===== config.mk =====
export PLATFORM = sky130hd
export DESIGN_NAME = regfile16_flat
export DESIGN_NICKNAME = d
export VERILOG_FILES = /design/src/rtl/regfile16_if.sv /design/src/rtl/regfile16.sv /design/src/flat_wrapper.sv
export SDC_FILE = /design/constraint.sdc
export NUM_CORES = 1
export LEC_CHECK = 0
export CAP_MARGIN = 20
export CORE_UTILIZATION = 57
export CTS_CLUSTER_DIAMETER = 80
export DETAILED_ROUTE_END_ITERATION = 6
export PLACE_DENSITY = 0.8
export SYNTH_ARGS = -nofsm -noshare
export SYNTH_HDL_FRONTEND = slang
export SYNTH_SLANG_ARGS = --single-unit

===== constraint.sdc =====
create_clock -name clk -period 12 [get_ports clk]
set_input_delay 3.6 -clock clk [delete_from_list [all_inputs] [get_ports clk]]
set_output_delay 3.6 -clock clk [all_outputs]
set_load 0.05 [all_outputs]

===== src/rtl/regfile16_if.sv =====
// Register-file bus: ALU write-back, two read ports, load issue/return and scoreboard outputs.
// Master drives requests; the register file (slave) answers reads, pending, stall and err.
interface regfile16_if #(
    parameter int WIDTH = 16
);
    logic             wr_en;
    logic [3:0]       wr_sel;
    logic [WIDTH-1:0] wr_data;
    logic [3:0]       rd_sel_a;
    logic [3:0]       rd_sel_b;
    logic             rd_use_a;
    logic             rd_use_b;
    logic [WIDTH-1:0] rd_data_a;
    logic [WIDTH-1:0] rd_data_b;
    logic             ld_issue;
    logic [3:0]       ld_sel;
    logic             ld_ret;
    logic [3:0]       ld_ret_sel;
    logic [WIDTH-1:0] ld_data;
    logic [15:0]      pending;
    logic             stall;
    logic             err;

    modport master (
        output wr_en, wr_sel, wr_data,
        output rd_sel_a, rd_sel_b, rd_use_a, rd_use_b,
        output ld_issue, ld_sel, ld_ret, ld_ret_sel, ld_data,
        input  rd_data_a, rd_data_b, pending, stall, err
    );

    modport slave (
        input  wr_en, wr_sel, wr_data,
        input  rd_sel_a, rd_sel_b, rd_use_a, rd_use_b,
        input  ld_issue, ld_sel, ld_ret, ld_ret_sel, ld_data,
        output rd_data_a, rd_data_b, pending, stall, err
    );
endinterface


===== src/rtl/regfile16.sv =====
// 16x16 register file with load scoreboard; writes visible 1 cycle after the edge, reads combinational.
// Backpressure: combinational stall when an operand, ALU destination or load destination is pending.
module regfile16 #(
    parameter int WIDTH = 16
) (
    input  logic       clk,
    input  logic       rst,
    regfile16_if.slave bus
);
    logic [WIDTH-1:0] regs [16];
    logic [15:0]      pending;
    logic             err;

    logic [15:0] we_alu;
    logic [15:0] we_ld;
    logic [15:0] ld_set;
    logic        wr_en_ok;
    logic        ld_ret_ok;
    logic        ld_issue_ok;

    assign wr_en_ok  = bus.wr_en & ~pending[bus.wr_sel];
    assign ld_ret_ok = bus.ld_ret & pending[bus.ld_ret_sel];
    // A return and a fresh issue to the same register re-arm it: the new issue wins over the clear.
    assign ld_issue_ok = bus.ld_issue &
                         (~pending[bus.ld_sel] | (ld_ret_ok & (bus.ld_ret_sel == bus.ld_sel)));

    dmux4x16 u_wr_dmux  (.en(wr_en_ok),    .sel(bus.wr_sel),     .y(we_alu));
    dmux4x16 u_ld_dmux  (.en(ld_ret_ok),   .sel(bus.ld_ret_sel), .y(we_ld));
    dmux4x16 u_set_dmux (.en(ld_issue_ok), .sel(bus.ld_sel),     .y(ld_set));

    always_ff @(posedge clk) begin
        if (rst) begin
            for (int n = 0; n < 16; n++) begin
                regs[n] <= '0;
            end
            pending <= '0;
            err     <= 1'b0;
        end else begin
            for (int n = 0; n < 16; n++) begin
                if (we_ld[n]) begin
                    regs[n] <= bus.ld_data;
                end else if (we_alu[n]) begin
                    regs[n] <= bus.wr_data;
                end
            end
            pending <= (pending & ~we_ld) | ld_set;
            if (bus.ld_ret & ~pending[bus.ld_ret_sel]) begin
                err <= 1'b1;
            end
        end
    end

    assign bus.rd_data_a = regs[bus.rd_sel_a];
    assign bus.rd_data_b = regs[bus.rd_sel_b];
    assign bus.pending   = pending;
    assign bus.err       = err;
    assign bus.stall     = (bus.rd_use_a & pending[bus.rd_sel_a]) |
                           (bus.rd_use_b & pending[bus.rd_sel_b]) |
                           (bus.wr_en    & pending[bus.wr_sel])   |
                           (bus.ld_issue & pending[bus.ld_sel]);
endmodule

module dmux4x16 (
    input  logic        en,
    input  logic [3:0]  sel,
    output logic [15:0] y
);
    assign y = en ? (16'h0001 << sel) : 16'h0000;
endmodule


===== src/flat_wrapper.sv =====
// flat-port wrapper written by rule: the top's interface ports become plain ports
module regfile16_flat 
#(
    parameter int WIDTH = 16
)
  (clk, rst, bus_wr_en, bus_wr_sel, bus_wr_data, bus_rd_sel_a, bus_rd_sel_b, bus_rd_use_a, bus_rd_use_b, bus_ld_issue, bus_ld_sel, bus_ld_ret, bus_ld_ret_sel, bus_ld_data, bus_rd_data_a, bus_rd_data_b, bus_pending, bus_stall, bus_err);
  regfile16_if #(.WIDTH(WIDTH)) bus_i ();
  input  logic clk;
  input  logic rst;
  input wire logic [$bits(bus_i.wr_en)-1:0] bus_wr_en;
  input wire logic [$bits(bus_i.wr_sel)-1:0] bus_wr_sel;
  input wire logic [$bits(bus_i.wr_data)-1:0] bus_wr_data;
  input wire logic [$bits(bus_i.rd_sel_a)-1:0] bus_rd_sel_a;
  input wire logic [$bits(bus_i.rd_sel_b)-1:0] bus_rd_sel_b;
  input wire logic [$bits(bus_i.rd_use_a)-1:0] bus_rd_use_a;
  input wire logic [$bits(bus_i.rd_use_b)-1:0] bus_rd_use_b;
  input wire logic [$bits(bus_i.ld_issue)-1:0] bus_ld_issue;
  input wire logic [$bits(bus_i.ld_sel)-1:0] bus_ld_sel;
  input wire logic [$bits(bus_i.ld_ret)-1:0] bus_ld_ret;
  input wire logic [$bits(bus_i.ld_ret_sel)-1:0] bus_ld_ret_sel;
  input wire logic [$bits(bus_i.ld_data)-1:0] bus_ld_data;
  output wire logic [$bits(bus_i.rd_data_a)-1:0] bus_rd_data_a;
  output wire logic [$bits(bus_i.rd_data_b)-1:0] bus_rd_data_b;
  output wire logic [$bits(bus_i.pending)-1:0] bus_pending;
  output wire logic [$bits(bus_i.stall)-1:0] bus_stall;
  output wire logic [$bits(bus_i.err)-1:0] bus_err;
  assign bus_i.wr_en = bus_wr_en;
  assign bus_i.wr_sel = bus_wr_sel;
  assign bus_i.wr_data = bus_wr_data;
  assign bus_i.rd_sel_a = bus_rd_sel_a;
  assign bus_i.rd_sel_b = bus_rd_sel_b;
  assign bus_i.rd_use_a = bus_rd_use_a;
  assign bus_i.rd_use_b = bus_rd_use_b;
  assign bus_i.ld_issue = bus_ld_issue;
  assign bus_i.ld_sel = bus_ld_sel;
  assign bus_i.ld_ret = bus_ld_ret;
  assign bus_i.ld_ret_sel = bus_ld_ret_sel;
  assign bus_i.ld_data = bus_ld_data;
  assign bus_rd_data_a = bus_i.rd_data_a;
  assign bus_rd_data_b = bus_i.rd_data_b;
  assign bus_pending = bus_i.pending;
  assign bus_stall = bus_i.stall;
  assign bus_err = bus_i.err;
  regfile16 #(.WIDTH(WIDTH)) u_core (.clk(clk), .rst(rst), .bus(bus_i));
endmodule

Word-level counts from Yosys, hierarchy flattened
Memory sizes are Yosys's and may differ from the RTL's. Cells that the tools add are included.

Shift operators: 3. Order comparisons: 5. Bitwise gates (word level): 51. Equal/unequal tests: 1. Multiplexer cells: 159.

Operator list (count): 16-bit two-way mux (35); 1-bit two-way mux (119); 1-bit by 4-bit left shift with 16-bit output, first input constant (3); 1-bit OR (36); 4-bit by 5-bit < comparator with 1-bit output, second input constant (5); 1-bit binary-select mux with 4-bit select (5); 16-bit bitwise AND (1); 16-bit inverter (1); 16-bit OR (1); 1-bit bitwise AND (9); 4-bit equality test (1); 1-bit inverter (3).

Memory bits (writable): 256. Word-level logic and storage cells: 222. Register bits after elaboration: 17. Input bits: 59. Memories kept: 1. Output and inout port bits: 50.

Memory list: u_core.regs (depth 16, bits a word 16, read ports 2, clocked after Yosys merged registers in 0, write ports 16, RTL line regfile16.sv:10) `logic [WIDTH-1:0] regs [16];`.

Longest topological paths before layout
Word-level depth: 10. Gate-level depth with buffers: 9. Mapped depth without buffers: 5.

Hierarchy
Synthesis repeated with hierarchy kept, for this count alone.

Cells, all modules: 1451. Area total of the unflattened synthesis: 17251.5 sq um.

Modules (own cells, without submodules): regfile16 (times used 1, area each 16891.2 sq um, cells an instance 1382, sequential area each 8027.7 sq um); dmux4x16 (times used 3, area each 120.1 sq um, cells an instance 23, sequential area each 0.0 sq um).

Worst setup path before layout
OpenSTA, ideal clock, no wires.

Path type: input port to output port. Start: in bus_rd_sel_a[0]. End: out bus_stall. Data arrival time: 5560 ps. Setup slack: 2840 ps. Buffers on the path: 3. Required time: 8400 ps. Stages on the path: 8. Cell sequence: clkbuf_1 -> buf_2 -> buf_2 -> mux4_2 -> nand4b_1 -> nand4_1 -> a211oi_1 -> nand2_1.

Longest elaborated chain between the ends: 6.

RTL lines: start: declaration (RTL line flat_wrapper.sv:13) `input wire logic [$bits(bus_i.rd_sel_a)-1:0] bus_rd_sel_a;`; 1-bit binary-select mux with 4-bit select (RTL line regfile16.sv:57) `assign bus.stall = (bus.rd_use_a & pending[bus.rd_sel_a]) |`; 1-bit two-way mux (not written as such) (RTL line regfile16.sv:57); 1-bit bitwise AND (RTL line regfile16.sv:57); 1-bit OR (RTL line regfile16.sv:57); 1-bit OR (RTL line regfile16.sv:58) `(bus.rd_use_b & pending[bus.rd_sel_b]) |`; 1-bit OR (RTL line regfile16.sv:59) `(bus.wr_en & pending[bus.wr_sel]) |`; end: declaration (RTL line flat_wrapper.sv:25) `output wire logic [$bits(bus_i.stall)-1:0] bus_stall;`.

No other way between the ends. The select of a mux whose other input is x is not followed.

Worst setup path in the final report
Start: in bus_ld_sel[0]. End: out bus_stall.

Longest elaborated chain between the ends: 4.

RTL lines: start: declaration (RTL line flat_wrapper.sv:18) `input wire logic [$bits(bus_i.ld_sel)-1:0] bus_ld_sel;`; 1-bit binary-select mux with 4-bit select (RTL line regfile16.sv:60) `(bus.ld_issue & pending[bus.ld_sel]);`; 1-bit two-way mux (not written as such) (RTL line regfile16.sv:60); 1-bit bitwise AND (RTL line regfile16.sv:60); 1-bit OR (RTL line regfile16.sv:59).

No other way between the ends. The select of a mux whose other input is x is not followed.

==> flow_summary.ini <==
[status]
run_status = complete, no violations

[cells_and_area]
nets = 1488
nFillCells = 1989
syn_to_final_growth_pct = 13.58
post-route-cell-area_um2 = 19210
drive_gt1_share_pct = 23.52

[synthesis]
ys_warn_count = 0
synth_top_area_share_pct = 45.46
synth.distinct_cells = 58
syn-num-nets = 1451
synth_area_leaders = edfxtp_1 (45%), mux4_2 (24%), nand2_1 (4.9%)
syn-instance-count = 1392
yosys.area.top_type = edfxtp_1
ys_ff_latch = 273
async_flop_share_pct = 0
syn_area_per_cell_um2 = 12.15
synthFlopType = edfxtp_1
seq_area_frac_synth_pct = 47.47
synth_area_um2 = 16910
synth_edf_count = 256

[worst_setup_path]
end_kind = primary output
rr_worst_depth = 4
path_max_fanout = 11
cp_data_required_time_ns = 8.40
crit_path_start_kind = primary input
worst-setup-path-type = primary input to primary output
critPathArrivalTime_ns = 6.66

[sta]
worst_slew_pin_slew_ns = 1.311
clock_skew_ns = 0.01230
rsz0062_at_grt = no
setup_viol = 0
fin_crit_sh_pct = 85.46
fin_crit_ns = 10.26
maxSlewViolCount = 0
fmax_mhz = 97.51
tns_ns = 0
finalHoldViolCount = 0
relSlewSlack_pct = 12.37

[placement]
hpwl_um = 35200
dpl_cell_area_um2 = 18150
io_buffers = 108
gp_congestion = 0.9634

[drt]
postRouteAntennaNets = 0
routed_via_density = 7.418
vias = 13612
drcViolationCount = 0
wl_per_cell_um = 31.70
dr.pass1.iters = 6
drt-initial-drc-count = 2877
drt-total-wl_um = 58170

[global_route]
track_usage_pct = 38.66
antenna_found_initial = 1
grt_max_degree = 69
grt.overflow.total = 0
grt_pass1_vias = 13415
grt_pass1_wl_um = 84790

[clock_tree]
worstSkewPairLatency_ns = 0.56
cts_resized = 0
path_clk_slew_ns = 0.06
ctsHoldBuffers = 0
h-tree-depth = 1
post_cts.repair.setup_buffers = 0
root_buffer = clkbuf_16
cts_made_buffers = 29
cts_tree = built
cts.path.max_buffers = 3
cts_sinks = 273

[flow_run]
maxCapViolCount = 0

[floorplan]
fp.coreArea_um2 = 28940
ioPinCount = 109
initial_core_util_pct = 58.45
die_height_um = 174.2
rows = 62
dieArea_um2 = 30360
fp.dieW_um = 174.2

[min_path]
hold_path.class = flip-flop to flip-flop
min_path_cells = 1

[pwr]
cellPowerDensity_nw_per_um2 = 134.1
power.leakage_nw = 6.356
peakVddDrop_v = 0.0001138
power_mw = 2.575
cells by family after synthesis:
kind of cell | Yosys count | synth area share (%)
muxes | 234 | 27.39
and+or+nand+nor | 475 | 12.32
AOI/OAI and AO/OA | 260 | 8.960
xor gates and xnor gates | 3 | 0.1554
DFF | 273 | 47.47
buffers and inverters | 147 | 3.707
synthesized netlist by cell type, drive strengths merged (3+ instances only):
library cell,n
edfxtp,256
nand2,226
mux4,178
nor2,162
o21ai,116
clkbuf,92
a21oi,73
buf,52
mux2,50
nor2b,23
a22o,17
dfxtp,17
o31ai,16
o22ai,15
nand3,11
a22oi,9
nand4,8
a32oi,7
mux2i,6
nand2b,6
nor3,6
nor3b,6
and2,5
and3,5
or2,4
inv,3
nor4,3
or3,3
worst max-delay path, stage by stage:
cell	delay [ns]
clkdlybuf4s50_1	0.75
mux4_2	0.55
nor3b_1	0.53
nor4_1	0.14
a211oi_1	0.25
nand2_1	0.11
clkdlybuf4s50_1	0.71
worst paths after layout:
| path | from | slack (ns) | end |
|---|---|---|---|
| max | bus_ld_sel[0] | 1.74 | bus_stall |
| min | u_core.bus.err | 0.47 | u_core.bus.err |
| max reg2reg | u_core.bus.pending[3] | 7.59 | u_core.regs[3][14] |
| min reg2reg | u_core.bus.err | 0.47 | u_core.bus.err |
per-layer routing:
metal	global-route usage, %	share of wire [%]	wire (um)
met5	0	0	0
met1	49.97	32	18340
met2	59.86	45	26310
met4	17.65	5.3	3076
met3	12.36	18	10440
registers in the layout (all words and copies together), names as in the netlist:
register	count
u_core.bus.err	1
u_core.bus.pending	16
u_core.regs	256
cells in the final DEF, fill, tap and decap left out, types with 4 or more instances in the layout:
cell type | Yosys | routed
o22ai_1 | 15 | 15
nand4_1 | 7 | 7
clkdlybuf4s50_1 | 0 | 103
nand3_1 | 11 | 11
a32oi_1 | 7 | 7
a22oi_1 | 9 | 9
nor2_1 | 159 | 159
nand2b_1 | 6 | 6
edfxtp_1 | 256 | 256
mux2_2 | 48 | 48
mux2i_1 | 6 | 6
o21ai_1 | 15 | 15
and3_1 | 5 | 5
or2_2 | 4 | 4
dfxtp_1 | 17 | 17
nor3b_1 | 4 | 4
mux4_2 | 178 | 178
bufinv_16 | 0 | 6
a21oi_1 | 73 | 73
buf_8 | 0 | 4
nand2_1 | 223 | 223
o21ai_0 | 101 | 98
o31ai_1 | 16 | 16
a22o_1 | 17 | 17
buf_4 | 2 | 40
clkinv_1 | 0 | 10
nor2b_1 | 23 | 23
clkbuf_16 | 0 | 29
final cells by class:
class	count	area [um2]	area share, %
clock buffers	29	725.7	3.778
diodes	1	2.502	0.01303
clock inverters	23	267.8	1.394
multi-input cells	972	8287	43.14
inverters	3	11.26	0.05862
well taps	384	480.5	2.501
repair buffers	150	1406	7.322
flip-flops and latches	273	8028	41.79
through the flow:
stage | worst slack (ns) | instances | util [%] | hold slack (ns)
floorplan | 2.840 | 1392 | - | 0.6949
global placement | 1.797 | 1778 | 62.73 | 0.4552
detailed placement | 1.773 | 1778 | 62.73 | 0.4602
CTS | 1.764 | 1830 | 66.17 | 0.4724
global route | 1.497 | 1835 | 66.38 | 0.4979
finish | 1.745 | 1835 | 66.38 | 0.4685
power breakdown:
| group | total (mW) | leakage (nW) | switching (mW) | internal [mW] |
|---|---|---|---|---|
| registers | 1.15 | 2.64 | 0.0397 | 1.11 |
| clock network | 0.959 | 0.480 | 0.391 | 0.567 |
| logic | 0.465 | 3.23 | 0.271 | 0.194 |
Power figures use the tool's default switching activity.
